`config.mk`:
```
export PLATFORM = sky130hd
export DESIGN_NAME = sync_mod_counter
export DESIGN_NICKNAME = d
export VERILOG_FILES = /design/src/rtl/counter_pkg.sv /design/src/rtl/cnt_prescaler.sv /design/src/rtl/sync_mod_counter.sv
export SDC_FILE = /design/constraint.sdc
export NUM_CORES = 1
export LEC_CHECK = 0
export ABC_AREA = 0
export CORE_AREA = 2 2 39 41
export CTS_CLUSTER_SIZE = 16
export DETAILED_ROUTE_END_ITERATION = 16
export DIE_AREA = 0 0 41 43
export PLACE_DENSITY_LB_ADDON = 0.3
export SYNTH_ARGS = -nofsm -noshare
export SYNTH_HDL_FRONTEND = slang
export SYNTH_HIERARCHICAL = 1
export SYNTH_SLANG_ARGS = --single-unit
```
`constraint.sdc`:
```
create_clock -name clk -period 1.9 [get_ports clk]
set_input_delay 0.475 -clock clk [delete_from_list [all_inputs] [get_ports clk]]
set_output_delay 0.475 -clock clk [all_outputs]
set_load 0.05 [all_outputs]
```
`src/rtl/counter_pkg.sv`:
```
// Shared types and helpers for the synchronous modulo counter family.
// Optional Gray output of sync_mod_counter is enabled by SYNC_MOD_COUNTER_GRAY_EN.
package counter_pkg;

    localparam logic DIR_UP   = 1'b1;
    localparam logic DIR_DOWN = 1'b0;

    // Binary to reflected Gray code; callers cast the result to their width.
    function automatic logic [31:0] bin2gray(input logic [31:0] bin);
        return bin ^ (bin >> 1);
    endfunction

    // Ceiling log2 that never returns 0, so a 1-entry range still gets a 1-bit register.
    function automatic int unsigned safe_clog2(input int unsigned value);
        int unsigned result;
        result = $clog2(value);
        return (result < 1) ? 1 : result;
    endfunction

endpackage

```
`src/rtl/cnt_prescaler.sv`:
```
// Divides qualifying en cycles by PRESCALE; tick marks the en cycle that completes a period.
// Part of sync_mod_counter (optional Gray output via SYNC_MOD_COUNTER_GRAY_EN).
module cnt_prescaler
    import counter_pkg::*;
#(
    parameter int unsigned PRESCALE = 1
) (
    input  logic clk,
    input  logic reset,
    input  logic en,
    input  logic clr,
    output logic tick
);

    localparam int unsigned PRE_W = safe_clog2(PRESCALE);
    localparam logic [PRE_W-1:0] PRE_LAST = PRE_W'(PRESCALE - 1);

    logic [PRE_W-1:0] pre;

    assign tick = en && (pre == PRE_LAST);

    always_ff @(posedge clk or posedge reset) begin
        if (reset) begin
            pre <= '0;
        end else if (clr) begin
            pre <= '0;
        end else if (en) begin
            pre <= (pre == PRE_LAST) ? '0 : pre + PRE_W'(1);
        end
    end

endmodule

```
`src/rtl/sync_mod_counter.sv`:
```
// Synchronous modulo counter with prescaler, up/down, parallel load and wrap/saturate modes.
// Define SYNC_MOD_COUNTER_GRAY_EN to add a registered Gray-coded copy of the count.
module sync_mod_counter
    import counter_pkg::*;
#(
    parameter int unsigned WIDTH    = 4,
    parameter int unsigned MODULUS  = 16,
    parameter int unsigned PRESCALE = 1
) (
    input  logic             clk,
    input  logic             reset,
    input  logic             en,
    input  logic             up,
    input  logic             sat,
    input  logic             load,
    input  logic [WIDTH-1:0] load_val,
    output logic [WIDTH-1:0] count,
`ifdef SYNC_MOD_COUNTER_GRAY_EN
    output logic [WIDTH-1:0] count_gray,
`endif
    output logic             tc,
    output logic             wrap
);

    localparam logic [WIDTH-1:0] TERM = WIDTH'(MODULUS - 1);

    generate
        if (WIDTH < 1 || WIDTH > 32) begin : g_bad_width
            $error("sync_mod_counter: WIDTH must be in 1..32");
        end
        if (MODULUS < 2 || longint'(MODULUS) > (longint'(1) << WIDTH)) begin : g_bad_modulus
            $error("sync_mod_counter: MODULUS must be in 2..2**WIDTH");
        end
        if (PRESCALE < 1) begin : g_bad_prescale
            $error("sync_mod_counter: PRESCALE must be at least 1");
        end
    endgenerate

    logic             tick;
    logic             step;
    logic [WIDTH-1:0] count_nxt;
    logic             wrap_nxt;

    cnt_prescaler #(
        .PRESCALE(PRESCALE)
    ) u_prescaler (
        .clk  (clk),
        .reset(reset),
        .en   (en),
        .clr  (load),
        .tick (tick)
    );

    // Load discards any step that fires in the same cycle.
    assign step = tick && !load;

    assign tc = (up == DIR_UP) ? (count == TERM) : (count == '0);

    always_comb begin
        count_nxt = count;
        wrap_nxt  = 1'b0;
        if (load) begin
            count_nxt = (load_val > TERM) ? TERM : load_val;
        end else if (step) begin
            if (up == DIR_UP) begin
                if (count != TERM) begin
                    count_nxt = count + WIDTH'(1);
                end else if (!sat) begin
                    count_nxt = '0;
                    wrap_nxt  = 1'b1;
                end
            end else begin
                if (count != '0) begin
                    count_nxt = count - WIDTH'(1);
                end else if (!sat) begin
                    count_nxt = TERM;
                    wrap_nxt  = 1'b1;
                end
            end
        end
    end

    always_ff @(posedge clk or posedge reset) begin
        if (reset) begin
            count <= '0;
            wrap  <= 1'b0;
        end else begin
            count <= count_nxt;
            wrap  <= wrap_nxt;
        end
    end

`ifdef SYNC_MOD_COUNTER_GRAY_EN
    // Gray copy is encoded from the next value so it lands on the same edge as count.
    always_ff @(posedge clk or posedge reset) begin
        if (reset) begin
            count_gray <= '0;
        end else begin
            count_gray <= WIDTH'(bin2gray(32'(count_nxt)));
        end
    end
`endif

endmodule
```
==> metrics.txt <==
# TYPE chip_impl_metric gauge
chip_impl_metric{name="tritoncts_buffers",unit=""} 3
chip_impl_metric{name="r2r_cells",unit=""} 9
chip_impl_metric{name="htree_num_levels",unit=""} 1
chip_impl_info{name="cts_tree",value="built"} 1
chip_impl_info{name="reg2reg_to",value="count[2]"} 1
chip_impl_metric{name="global_route.usage.total",unit=""} 0.126
chip_impl_metric{name="final_cell_count_no_fill",unit=""} 86
chip_impl_metric{name="synth.yosys.seq_area_share",unit=""} 0.334
chip_impl_info{name="critical_path.cell_chain",value="inv_2, ha_4, nor4b_4, a41oi_2, inv_2, buf_12"} 1
chip_impl_metric{name="areaGrowthSynthToFinish",unit="%"} 80.6
chip_impl_metric{name="largest_net_degree_at_the_start_of_global_routing",unit=""} 10
chip_impl_info{name="run_status",value="finished clean"} 1
chip_impl_metric{name="maxSlewViolCount",unit=""} 0
chip_impl_metric{name="number_of_antenna_repair_diodes",unit=""} 0
chip_impl_info{name="crit-reg2reg-launch",value="count[0]"} 1
chip_impl_metric{name="drive_above_1_share",unit=""} 0.443
chip_impl_metric{name="hold-worst-slack",unit="ns"} 0.424
chip_impl_metric{name="cp_max_fo",unit=""} 4
chip_impl_info{name="ctsRootBufferMaster",value="clkbuf_4"} 1
chip_impl_metric{name="number_of_setup_violations_in_the_final_report",unit=""} 0
chip_impl_metric{name="maxCapViolCount",unit=""} 0
chip_impl_metric{name="largest_voltage_drop_on_the_vdd_net",unit="uV"} 394
chip_impl_metric{name="post_synth.cell_area_avg",unit="um^2"} 8.91
chip_impl_info{name="criticalPathCategory",value="register to output pin"} 1
chip_impl_metric{name="cp_num_buf_inv",unit=""} 3
chip_impl_info{name="post-synth-top-area-cell",value="dfrtp_1"} 1
chip_impl_metric{name="place.detailed.hpwl",unit="um"} 656
chip_impl_metric{name="fillCellCount",unit=""} 149
chip_impl_metric{name="die-height",unit="um"} 43
chip_impl_metric{name="grt_pass1_vias",unit=""} 388
chip_impl_info{name="critical_path.startpoint_type",value="register"} 1
chip_impl_metric{name="post-route-period-util",unit=""} 0.990
chip_impl_metric{name="cts_sinks",unit=""} 5
chip_impl_metric{name="multiInputGateArea",unit="um^2"} 250
chip_impl_metric{name="initial_standard_cell_utilization_of_the_core",unit=""} 0.270
chip_impl_metric{name="num_io_pins",unit=""} 16
chip_impl_metric{name="power-per-cell-area",unit="mW/mm^2"} 761
chip_impl_metric{name="timing.final.crit_period",unit="ns"} 1.88
chip_impl_metric{name="arrival_time_of_the_worst_setup_path",unit="ns"} 1.41
chip_impl_info{name="ys.flop_type",value="dfrtp_1"} 1
chip_impl_metric{name="final.setup_skew",unit="ns"} 0.000345
chip_impl_metric{name="timing_worst_slew_pin_value",unit="ns"} 0.296
chip_impl_metric{name="hold_viol_final",unit=""} 0
chip_impl_metric{name="synth_warnings",unit=""} 6
chip_impl_metric{name="synth.net_count",unit=""} 54
chip_impl_metric{name="clock_path_buffers",unit=""} 2
chip_impl_metric{name="post-route-util",unit=""} 0.488
chip_impl_metric{name="avgRoutedWirePerCell",unit="um"} 11.3
chip_impl_metric{name="core_region_area",unit="mm^2"} 0.00138
chip_impl_metric{name="gp_congestion",unit=""} 0.717
chip_impl_metric{name="r2r_setup_slack",unit="ns"} 0.10
chip_impl_metric{name="clkTransAtPathRegs",unit="ns"} 0.04
chip_impl_metric{name="p_leak",unit="nW"} 0.301
chip_impl_info{name="worst_hold_path_type",value="primary input to asynchronous set/reset pin"} 1
chip_impl_metric{name="row_count",unit=""} 14
chip_impl_metric{name="cts-hold-fix-buffers",unit=""} 0
chip_impl_metric{name="insertion_delay",unit="ns"} 0.24
chip_impl_info{name="critPathMostFrequentCell",value="inv_2"} 1
chip_impl_metric{name="final.setup.tns",unit="ns"} 0
chip_impl_metric{name="worst_ep_required",unit="ns"} 1.42
chip_impl_metric{name="share_of_synthesized_registers_carrying_an_async_set_or_reset",unit=""} 1.00
chip_impl_metric{name="grt_first_pass_wirelength",unit="um"} 1490
chip_impl_metric{name="detail_route.first_pass.iterations",unit=""} 2
chip_impl_metric{name="number_of_antenna_violations_at_the_first_check_in_global_routing",unit=""} 0
chip_impl_metric{name="max-slew-margin-rel",unit=""} 0.800
chip_impl_metric{name="post_synthesis_cell_count",unit=""} 42
chip_impl_metric{name="vias_after_detailed_routing",unit=""} 405
chip_impl_metric{name="fin_total_pwr",unit="uW"} 514
chip_impl_info{name="post_synth_main_area_contributors",value="dfrtp_1, xnor2_1, ha_1"} 1
chip_impl_info{name="yosys-top-cells-count",value="dfrtp_1, inv_1, o21ai_0"} 1
chip_impl_metric{name="synthesis.area",unit="um^2"} 374
chip_impl_info{name="crit_end_element",value="output pin"} 1
chip_impl_metric{name="netlist.area_leader.share",unit=""} 0.334
chip_impl_metric{name="detail_route.iter0.violations",unit=""} 3
chip_impl_metric{name="drc_errors",unit=""} 0
chip_impl_metric{name="yosys.cell_types.count",unit=""} 23
chip_impl_info{name="critical-path-top-delay-family",value="flip-flops"} 1
chip_impl_metric{name="antenna_left",unit=""} 0
chip_impl_metric{name="via_per_inst",unit=""} 4.71
chip_impl_metric{name="count_of_input_and_output_buffers",unit=""} 15
chip_impl_metric{name="grt_overflow_total",unit=""} 0
chip_impl_metric{name="maxClockFrequency",unit="GHz"} 0.532
chip_impl_info{name="grt_setup_unrepaired",value="true"} 1
chip_impl_metric{name="seqCellArea",unit="um^2"} 128
chip_impl_metric{name="dpl.cell_count",unit=""} 73
chip_impl_metric{name="ys_ff_latch",unit=""} 5
chip_impl_metric{name="routed_wl",unit="um"} 973
chip_impl_info{name="timing.critical_path.slowest_stage_cell",value="dfrtp_2"} 1
chip_impl_metric{name="max_stage_delay",unit="ns"} 0.42
chip_impl_metric{name="synth_enable_flop_cells",unit=""} 0
chip_impl_metric{name="dieWidth",unit="um"} 41
chip_impl_metric{name="finish.net_count",unit=""} 83
chip_impl_metric{name="fp.dieArea",unit="mm^2"} 0.00176
-- sequential cells by signal, indices dropped and copies added, names as in the netlist --
name	count
count	4
wrap	1
-- cell families after synthesis --
group	after synthesis	share of synthesized area
multiplexers	2	0.0569
AND/OR/NAND/NOR	8	0.130
flip-flops	5	0.334
AO/OA/AOI/OAI	14	0.251
buffers and inverters	8	0.0903
adder cells (fa/ha/maj)	2	0.0669
XOR/XNOR	3	0.0702
-- timing repair --
| action | in CTS | in global routing |
|---|---|---|
| setup buffers | 6 | 3 |
| gates resized for setup | 1 | 1 |
| pin swaps | 1 | 1 |
| endpoints found under the hold margin | 0 | 0 |
| setup endpoints to repair | 1 | 2 |
-- placed cells by master (no fill, tap or decap), drive strengths merged --
cell type / count
buf: 17
clkdlybuf4s50: 8
inv: 6
o21ai: 5
dfrtp: 5
a21oi: 4
clkbuf: 4
xnor2: 3
nand2: 3
nor4b: 2
ha: 2
a41oi: 1
or4: 1
nand4: 1
o21bai: 1
a21o: 1
a311o: 1
nor2b: 1
mux2i: 1
mux2: 1
o211ai: 1
dlygate4sd2: 1
-- through the flow --
step / setup WS [ns] / instance area (um^2)
detailed placement: -0.147 / 574
floorplan: 0.0304 / 403
CTS: 0.00150 / 644
global route: -0.0450 / 676
finish: 0.0196 / 676
global placement: -0.141 / 574
-- power breakdown --
part	switching, mW	internal, mW	total [mW]
Combinational	0.126	0.125	0.251
Clock	0.0431	0.0794	0.123
Sequential	0.0206	0.120	0.141
Total	0.189	0.325	0.514
-- final cells by class --
class	instances	share of cell area
clock buffer	4	0.0389
timing repair buffer	26	0.339
multi-input combinational	29	0.370
sequential	5	0.189
tap	16	0.0296
inverter	6	0.0333
-- metal layers --
metal,GRT usage,wire length (um)
met3,0.0157,39
met1,0.151,407
met4,0.100,21
met2,0.191,504
met5,0,0
-- worst max path at each step --
| stage | from | depth (start not counted) | endpoint |
|---|---|---|---|
| after floorplan | count[0] | 5 | tc |
| after global placement | up | 7 | count[2] |
| after detailed placement | up | 7 | count[2] |
| after CTS | count[1] | 6 | tc |
| after global routing | count[0] | 6 | tc |
| final | count[0] | 6 | tc |
(Power assumes the default switching activity.)
